==> src/rtl/lpf_frame_sequencer.sv <==
// Frame sequencer feeding the 3x3 low-pass filter: load phase, process phase, and output capture.
// Optional 16-bit output checksum accumulator is enabled by defining LPF_SEQ_CHECKSUM_EN.
module lpf_frame_sequencer #(
  parameter int DEPTH = 410,
  parameter int WIDTH = 361
) (
  input  logic        clk,
  input  logic        rst,
  input  logic        start,
  input  logic [7:0]  byte_in,
  input  logic        byte_valid,
  output logic        byte_ready,
  input  logic        proc_hold,
  output logic        filt_clr,
  output logic [7:0]  filt_pix,
  output logic        filt_en,
  output logic        filt_proc,
  input  logic [7:0]  filt_in,
  output logic [7:0]  out_pix,
  output logic        out_valid,
  output logic [31:0] out_idx,
  output logic        busy,
  output logic        done,
  output logic [15:0] checksum
);

  localparam logic [31:0] FRAME = 32'(WIDTH * DEPTH);

  typedef enum logic [2:0] {
    S_IDLE, S_CLR, S_LOAD, S_GAP, S_PROC, S_FLUSH, S_DONE
  } state_t;

  state_t      state_q, state_d;
  logic [31:0] load_cnt_q, load_cnt_d;
  logic [31:0] proc_cnt_q, proc_cnt_d;
  logic [31:0] out_idx_q, out_idx_d;
  logic        flush_q, flush_d;
  logic        byte_ready_q, byte_ready_d;
  logic        filt_clr_q, filt_clr_d;
  logic [7:0]  filt_pix_q, filt_pix_d;
  logic        filt_en_q, filt_en_d;
  logic        filt_proc_q, filt_proc_d;
  logic        vld_p1_q, vld_p1_d;
  logic [7:0]  out_pix_q, out_pix_d;
  logic        out_valid_q, out_valid_d;
  logic        busy_q, busy_d;
  logic        done_q, done_d;
  logic        hs;
  logic        frame_start;

  assign frame_start = start && ((state_q == S_IDLE) || (state_q == S_DONE));

  always_comb begin
    state_d    = state_q;
    load_cnt_d = load_cnt_q;
    // proc_cnt counts every cycle filt_proc was actually driven high
    proc_cnt_d = proc_cnt_q + {31'd0, filt_proc_q};
    out_idx_d  = out_idx_q + {31'd0, out_valid_q};
    flush_d    = flush_q;
    filt_pix_d = filt_pix_q;
    filt_en_d  = 1'b0;
    hs         = byte_valid && byte_ready_q;

    case (state_q)
      S_IDLE, S_DONE: begin
        if (frame_start) begin
          state_d    = S_CLR;
          load_cnt_d = '0;
          proc_cnt_d = '0;
          out_idx_d  = '0;
        end
      end
      S_CLR:   state_d = S_LOAD;
      S_LOAD: begin
        if (hs) begin
          filt_pix_d = byte_in;
          filt_en_d  = 1'b1;
          load_cnt_d = load_cnt_q + 32'd1;
          if (load_cnt_d == FRAME) state_d = S_GAP;
        end
      end
      S_GAP:   state_d = S_PROC;
      S_PROC: begin
        flush_d = 1'b0;
        if (proc_cnt_d == FRAME) state_d = S_FLUSH;
      end
      S_FLUSH: begin
        // Two cycles cover the filter latency plus the capture register
        flush_d = 1'b1;
        if (flush_q) state_d = S_DONE;
      end
      default: state_d = S_IDLE;
    endcase

    byte_ready_d = (state_d == S_LOAD) && (load_cnt_d < FRAME);
    filt_clr_d   = (state_d == S_CLR);
    filt_proc_d  = (state_d == S_PROC) && !proc_hold && (proc_cnt_d < FRAME);
    vld_p1_d     = filt_proc_q;
    out_valid_d  = vld_p1_q;
    out_pix_d    = vld_p1_q ? filt_in : out_pix_q;
    busy_d       = (state_d != S_IDLE) && (state_d != S_DONE);
    done_d       = (state_d == S_DONE);
  end

  always_ff @(posedge clk or posedge rst) begin
    if (rst) begin
      state_q      <= S_IDLE;
      load_cnt_q   <= '0;
      proc_cnt_q   <= '0;
      out_idx_q    <= '0;
      flush_q      <= 1'b0;
      byte_ready_q <= 1'b0;
      filt_clr_q   <= 1'b0;
      filt_pix_q   <= '0;
      filt_en_q    <= 1'b0;
      filt_proc_q  <= 1'b0;
      vld_p1_q     <= 1'b0;
      out_pix_q    <= '0;
      out_valid_q  <= 1'b0;
      busy_q       <= 1'b0;
      done_q       <= 1'b0;
    end else begin
      state_q      <= state_d;
      load_cnt_q   <= load_cnt_d;
      proc_cnt_q   <= proc_cnt_d;
      out_idx_q    <= out_idx_d;
      flush_q      <= flush_d;
      byte_ready_q <= byte_ready_d;
      filt_clr_q   <= filt_clr_d;
      filt_pix_q   <= filt_pix_d;
      filt_en_q    <= filt_en_d;
      filt_proc_q  <= filt_proc_d;
      // stage p1: filter output valid; stage p2: captured pixel presented
      vld_p1_q     <= vld_p1_d;
      out_pix_q    <= out_pix_d;
      out_valid_q  <= out_valid_d;
      busy_q       <= busy_d;
      done_q       <= done_d;
    end
  end

`ifdef LPF_SEQ_CHECKSUM_EN
  logic [15:0] sum_q, sum_d;

  always_comb begin
    sum_d = sum_q;
    if (frame_start)   sum_d = '0;
    else if (vld_p1_q) sum_d = sum_q + {8'd0, filt_in};
  end

  always_ff @(posedge clk or posedge rst) begin
    if (rst) sum_q <= '0;
    else     sum_q <= sum_d;
  end

  assign checksum = sum_q;
`else
  assign checksum = '0;
`endif

  assign byte_ready = byte_ready_q;
  assign filt_clr   = filt_clr_q;
  assign filt_pix   = filt_pix_q;
  assign filt_en    = filt_en_q;
  assign filt_proc  = filt_proc_q;
  assign out_pix    = out_pix_q;
  assign out_valid  = out_valid_q;
  assign out_idx    = out_idx_q;
  assign busy       = busy_q;
  assign done       = done_q;

endmodule

==> config.mk <==
export PLATFORM = sky130hd
export DESIGN_NAME = lpf_frame_sequencer
export DESIGN_NICKNAME = d
export VERILOG_FILES = /design/src/rtl/lpf_frame_sequencer.sv
export SDC_FILE = /design/constraint.sdc
export NUM_CORES = 1
export LEC_CHECK = 0
export CORE_MARGIN = 3
export CORE_UTILIZATION = 32
export DETAILED_ROUTE_END_ITERATION = 12
export PLACE_DENSITY = 0.56
export SLEW_MARGIN = 20
export SYNTH_ARGS = -nofsm -noshare
export SYNTH_HDL_FRONTEND = slang
export SYNTH_SLANG_ARGS = --single-unit
==> constraint.sdc <==
create_clock -name clk -period 4.6 [get_ports clk]
set_input_delay 1.15 -clock clk [delete_from_list [all_inputs] [get_ports clk]]
set_output_delay 1.15 -clock clk [all_outputs]
set_load 0.005 [all_outputs]
==> flow_metrics.tcl <==
set metrics [dict create \
    rsz0062_at_grt "false" \
    clockBufferDepth 2 \
    totalWireLength_um 19200 \
    hold_depth 2 \
    p_per_area_mw_per_mm2 383 \
    min-delay-start "filt_pix[3]$_DFFE_PP0P_" \
    dieArea_mm2 0.0246 \
    worst_pin_slew_ns 0.898 \
    muxShareOfSynthArea_pct 2.11 \
    io_pins 92 \
    p_leak_nw 3.70 \
    grt_first_pass_wirelength_um 31300 \
    rr_endpoint "byte_ready$_DFF_PP0_" \
    setup_ws_ns 0.907 \
    dp_hpwl_um 13700 \
    synth_compound_area_share_pct 12.7 \
    synth_cells 822 \
    worstPathRequired_ns 4.95 \
    io_buffer_count 75 \
    peakVddDrop_uv 227 \
    dr_wl_met3_um 1070 \
    cts_setup_buffers 0 \
    hold_path.class "reg2reg" \
    finalPower_mw 3.38 \
    vias 6301 \
    wl_per_cell_um 16.4 \
    synth_xor_area_share_pct 8.03 \
    yosys_warnings 0 \
    wl_met2_um 8950 \
    r2r_slack_ns 0.95 \
    gp_congestion 0.849 \
    grt.overflow.total 0 \
    reg2regPathDepth 11 \
    synth_edf_count 0 \
    grt_max_degree 68 \
    clk_latency_ns 0.42 \
    drt-met1-wl_um 8900 \
    cts_made_buffers 17 \
    nNetsFinal 908 \
    num_rows 54 \
    yosysSeqAreaShare_pct 42.6 \
    drcViolationCount 0 \
    route.antenna.remaining_nets 0 \
    dr.pass1.iters 5 \
    clock_skew_ns 0.00992 \
    fp.dieW_um 157 \
    grt_antenna_before_repair 0 \
    r2r-start "filt_proc$_DFF_PP0_" \
    setup_violations 0 \
    cts_max_level 4 \
    synthArstFlopShare_pct 100 \
    place_ws_ns 0.459 \
    synth-simple-area-share_pct 28.0 \
    track_usage_pct 15.8 \
    critical_path_class "in2reg" \
    top_layer "met4" \
    min_period_ns 3.69 \
    root_buffer "clkbuf_16" \
    cts_num_sinks 124 \
    hold_viol_final 0 \
    path_clk_slew_ns 0.06 \
    cts.repair.resized 0 \
    cp.arrival_ns 4.04 \
    fp.coreArea_mm2 0.0221 \
    clock.fmax_mhz 271 \
    synth-seq-cells 124 \
    relSlewSlack_pct 39.6 \
    synth_area_per_cell_um2 8.87 \
    drv_slew 0 \
    start_util_pct 33.0 \
    viasPerCell 5.37 \
    cp-start-kind "input pin" \
    cp-end-kind "register" \
    holdBufCountCts 0 \
    drive_gt1_share_pct 7.61 \
    outcome "finished, final reports clean" \
    insertedDiodeCount 0 \
    grt_pass1_vias 5930 \
    nFillCells 2183 \
    synth_cell_types 68 \
    synth-main-ff-cell "dfrtp_1" \
    worstHoldEndpoint "filt_pix[3]$_DFFE_PP0P_" \
    crit_fanout 46 \
    synthToLayoutAreaGrowth_pct 20.9 \
    chipHeight_um 157 \
    drt_iter0_markers 507 \
    synth_top_family_by_area "simple AND/OR/NAND/NOR gates" \
    drv_cap 0 \
    fin_crit_sh_pct 80.3 \
    syn-cell-area_mm2 0.00729 \
    synth-adder-area-share_pct 1.20 \
    finalSetupTns_ns 0 \
    cts_tree "built" \
]
-- state kept, by name, indices dropped and copies added (netlist names), 3 cells and up --
signal	cells
out_pix	8
state_q	3
load_cnt_q	32
proc_cnt_q	32
filt_pix	8
out_idx	32
-- Yosys cell counts (3+ instances only) --
cell type | number | area [um^2]
nand3_1 | 43 | 215
nor3_1 | 19 | 95.1
a31oi_1 | 13 | 81.3
a311oi_1 | 3 | 26.3
xor2_1 | 34 | 298
o41ai_1 | 3 | 26.3
nand4_1 | 32 | 200
or4_1 | 6 | 45.0
o211ai_1 | 4 | 30.0
nor4_1 | 19 | 119
nor3b_1 | 3 | 22.5
mux2i_1 | 3 | 30.0
o31ai_1 | 7 | 52.6
xnor2_1 | 31 | 272
nand2_1 | 87 | 327
nor2_1 | 80 | 300
mux2_2 | 11 | 124
ha_1 | 7 | 87.6
buf_2 | 9 | 45.0
o21ai_0 | 45 | 225
nand2b_1 | 5 | 31.3
a2111oi_0 | 5 | 43.8
inv_1 | 17 | 63.8
and4_1 | 15 | 131
a21oi_1 | 27 | 135
or3_1 | 13 | 81.3
nor4b_1 | 6 | 52.6
and3_1 | 23 | 144
and2_1 | 14 | 87.6
buf_1 | 8 | 30.0
nand3b_1 | 3 | 22.5
clkbuf_1 | 29 | 109
a21o_1 | 7 | 52.6
dfrtp_1 | 124 | 3100
a41oi_1 | 4 | 35.0
buf_4 | 17 | 128
o22ai_1 | 5 | 31.3
-- cell usage in the layout, fill, tap and decap left out, types with 4 or more instances in the layout --
cell             instances
a2111oi_0                5
nor4b_1                  6
a41oi_1                  4
nand3_1                 43
o31ai_1                  7
o211ai_1                 4
nand2b_1                 5
nor3_1                  19
o22ai_1                  5
and4_1                  15
or3_1                   13
xnor2_1                 31
or4_1                    6
conb_1                  16
clkbuf_16               17
nor4_1                  18
inv_6                    6
nand4_1                 32
mux2_2                  11
and3_1                  23
clkinv_4                 5
nand2_1                 87
a21oi_1                 27
o21ai_0                 45
inv_1                   15
clkdlybuf4s50_1         75
buf_4                   13
a31oi_1                 13
a21o_1                   7
and2_1                  14
ha_1                     7
nor2_1                  80
dfrtp_1                124
xor2_1                  34
-- critical path, cell delays in order --
cell,delay [ns]
clkdlybuf4s50_1,0.53
nor2b_1,0.30
nand2_1,0.34
inv_2,0.39
buf_4,0.51
nor2_1,0.13
o22ai_1,0.17
a311oi_1,0.11
o211ai_1,0.19
and4_1,0.20
-- power by group --
| group | switching, mW | leakage [nW] | internal [mW] |
|---|---|---|---|
| Combinational | 0.383 | 1.73 | 0.353 |
| Clock | 0.555 | 0.280 | 0.756 |
| Sequential | 0.118 | 1.69 | 1.21 |
| Total | 1.06 | 3.70 | 2.32 |
-- kinds of logic after synthesis --
group | after synthesis
XOR/XNOR | 66
other | 1
multiplexers | 14
AND/OR/NAND/NOR | 384
buffers and inverters | 82
flip-flops | 124
AO/OA/AOI/OAI | 144
adder cells (fa/ha/maj) | 7
-- metal layers --
layer	vias up	GRT usage [%]
li1	3071	-
met1	3008	21.7
met2	197	25.1
met3	25	3.22
met4	0	4.92
met5	-	0
-- final cells by class --
class | count | area, um^2 | share of cell area, %
sequential | 124 | 3100 | 35.2
clock buffer | 18 | 429 | 4.87
timing repair buffer | 89 | 868 | 9.85
multi-input combinational | 631 | 3860 | 43.8
tap | 280 | 350 | 3.98
clock inverter | 14 | 136 | 1.55
inverter | 17 | 66.3 | 0.753
-- worst max path at each step --
stage | from | end | slack, ns | cells past startpoint
after CTS | start | filt_proc$_DFF_PP0_ | 0.88 | 10
after detailed placement | start | filt_proc$_DFF_PP0_ | 0.46 | 10
after floorplan | rst | busy$_DFF_PP0_ | 0.15 | 1
after global placement | start | filt_proc$_DFF_PP0_ | 0.50 | 10
final | start | filt_proc$_DFF_PP0_ | 0.91 | 10
after global routing | start | filt_proc$_DFF_PP0_ | 0.68 | 10
-- through the flow --
step                      instance area, um^2  hold WS, ns  utilization [%]  instances
final                                    8810        0.479             39.9       1173
after global routing                     8810        0.498             39.9       1173
after CTS                                8810        0.480             39.9       1173
after detailed placement                 8250        0.467             37.3       1141
after global placement                   8250        0.468             37.3       1141
after floorplan                          7350        0.352                -        837
(Power assumes the default switching activity.)
==> RTL change, RTL diff (config.mk and constraints unchanged) <==
Encoding of `state_t`: now one-hot (7 bits for 7 states).
--- a/src/rtl/lpf_frame_sequencer.sv
+++ b/src/rtl/lpf_frame_sequencer.sv
@@ -28,4 +28,4 @@
 
-  typedef enum logic [2:0] {
-    S_IDLE, S_CLR, S_LOAD, S_GAP, S_PROC, S_FLUSH, S_DONE
+  typedef enum logic [6:0] {
+    S_IDLE = 7'b0000001, S_CLR = 7'b0000010, S_LOAD = 7'b0000100, S_GAP = 7'b0001000, S_PROC = 7'b0010000, S_FLUSH = 7'b0100000, S_DONE = 7'b1000000
   } state_t;
Function: no difference found for any inputs over 10 cycles, from zero or initial values and one cycle with rst high; not proved beyond that.
==> RTL change against the original RTL <==
Global-route usage fell by 0.46 points. Wire length rose by 3.1%. Area after synthesis rose by 7.3%. Core utilization fell by 0.67 points. First-iteration DRC count rose by 6.5%. Fmax fell by 2.5%. Final area rose by 5.7%. Setup slack got worse by 0.094 ns. Sequential cell count rose by 4. Critical path depth did not move. Sequential power fell by 9%. Synthesized cell count rose by 6.1%. Total power fell by 13%. Largest power group is now the clock network. Highest routed layer unchanged.
==> RTL change: results (changes against the original RTL) <==
The critical path is of the flop to flop type. Worst reg-to-reg setup slack: 0.81 ns (-0.14 ns). Static leakage: 3.97 nW (+7.3%).

The placed instance area is 0.00876 mm² (+6.3%). The initial detailed-routing violation count was 540 (+6.5%). The remaining max-slew budget at the tightest pin is 0.521 (+0.125). The slowest library cell on the worst path is sky130_fd_sc_hd__or4b_1. The final weighted congestion in routability-driven placement was 0.871 (+2.6%); the aggregate routed wire length was 19.8 mm (+3.1%). The multiplexer share of the synthesized area works out to 0.0206 (-0.000475).

The depth of the most critical reg-to-reg path is 10 (-1), and the total routing usage reported by global routing is 0.153 (-0.00464). The run gives 7 (+2) as the detailed-routing iteration count for the pre-antenna-repair pass. The post-synthesis adder-cell area fraction came out at 0.0112 (-0.000817).

The fraction of registers with async set or reset after synthesis was 1.00 (unchanged). The run gives 81 (+19%) as the unique cell type count in the Yosys netlist. The run finished with clean final reports.

The logs give 0.0264 mm² (+7.0%) for the die outline area and 13.6 mm (-1.1%) for the final HPWL from detailed placement. The startpoint identified for the worst hold timing path is filt_pix[2]. After synthesis, the cell types taking the most area are sky130_fd_sc_hd__dfrtp_1 (41%), sky130_fd_sc_hd__xor2_1 (4.6%), sky130_fd_sc_hd__nor2_1 (4.6%), sky130_fd_sc_hd__nand2_1 (4.1%), sky130_fd_sc_hd__xnor2_1 (3.7%). The area fraction in compound gates after synthesis came out at 0.112 (-0.0149). Counting instances in the post-synthesis netlist gives the leading cell types as sky130_fd_sc_hd__dfrtp_1 (127), sky130_fd_sc_hd__nor2_1 (95), sky130_fd_sc_hd__nand2_1 (85). The biggest fanout along the worst timing path works out to 7 (-85%).

The fraction of synthesized cell area in xor and xnor cells is 0.0829 (+0.00254), and the maximum number of pins on one net before global-route repair is 69 (+1.5%). The post-synthesis sequential area ratio is 0.410 (-0.0160). The via count of the first global-routing pass is 6464 (+9.0%), and the peak ir drop on the vdd network is 0.151 mV (-33%). The share of layout cells above drive strength 1 works out to 0.0996 (+0.0234). The first-pass GRT wire length came out at 33.2 mm (+6.3%).
[RTL change: where the power goes]
group	leakage (nW)	switching, mW	internal [mW]
Combinational	1.93	0.284	0.184
Sequential	1.78	0.0443	1.17
Clock	0.264	0.564	0.704
[RTL change: metrics by stage]
| stage | total power, mW | utilization | setup WS [ns] | hold WS (ns) | std cells |
|---|---|---|---|---|---|
| after global routing | 3.09 | 0.392 | 0.532 | 0.503 | 1253 |
| after CTS | 3.00 | 0.392 | 0.831 | 0.482 | 1253 |
| after detailed placement | 1.70 | 0.369 | 0.584 | 0.467 | 1221 |
| after global placement | 1.70 | 0.369 | 0.617 | 0.462 | 1221 |
| after floorplan | 1.54 | - | 0.0390 | 0.352 | 887 |
| final | 2.95 | 0.392 | 0.813 | 0.475 | 1253 |
[RTL change: cells by family after synthesis]
kind of cell             count (synthesis)
AND/OR/NAND/NOR                        430
flip-flops                             128
XOR/XNOR                                74
adder cells (fa/ha/maj)                  7
multiplexers                            15
buffers and inverters                   87
other                                    1
AO/OA/AOI/OAI                          130
[RTL change: cell type report]
class,count,area (µm²)
Timing Repair Buffer,83,823
Tap cell,319,399
Fill cell,2371,14400
Inverter,19,76.3
Multi-Input combinational cell,672,4260
Clock buffer,17,425
Sequential cell,128,3200
Clock inverter,15,126
[RTL change: layer usage]
metal  vias up  GRT usage  share of wire
li1       3190          -              -
met5         -          0              0
met1      3243      0.206           0.46
met4         0     0.0384          0.011
met3        19     0.0409          0.043
met2       158      0.246           0.48
[RTL change: worst max path at each step]
stage | end | slack [ns] | cells after the start | from
after global placement | byte_ready | 0.62 | 10 | byte_valid
after floorplan | busy | 0.04 | 1 | rst
final | byte_ready | 0.81 | 10 | filt_proc
after CTS | byte_ready | 0.83 | 10 | filt_proc
after global routing | byte_ready | 0.53 | 10 | filt_proc
after detailed placement | byte_ready | 0.58 | 10 | byte_valid
[RTL change: worst max-delay path: cells and delay by family (launching register included)]
kind / cells / cell delay (ns)
AO/OA/AOI/OAI: 2 / 0.47
XOR/XNOR: 1 / 0.21
adder cells (fa/ha/maj): 2 / 0.51
flip-flops: 1 / 0.50
AND/OR/NAND/NOR: 5 / 1.95
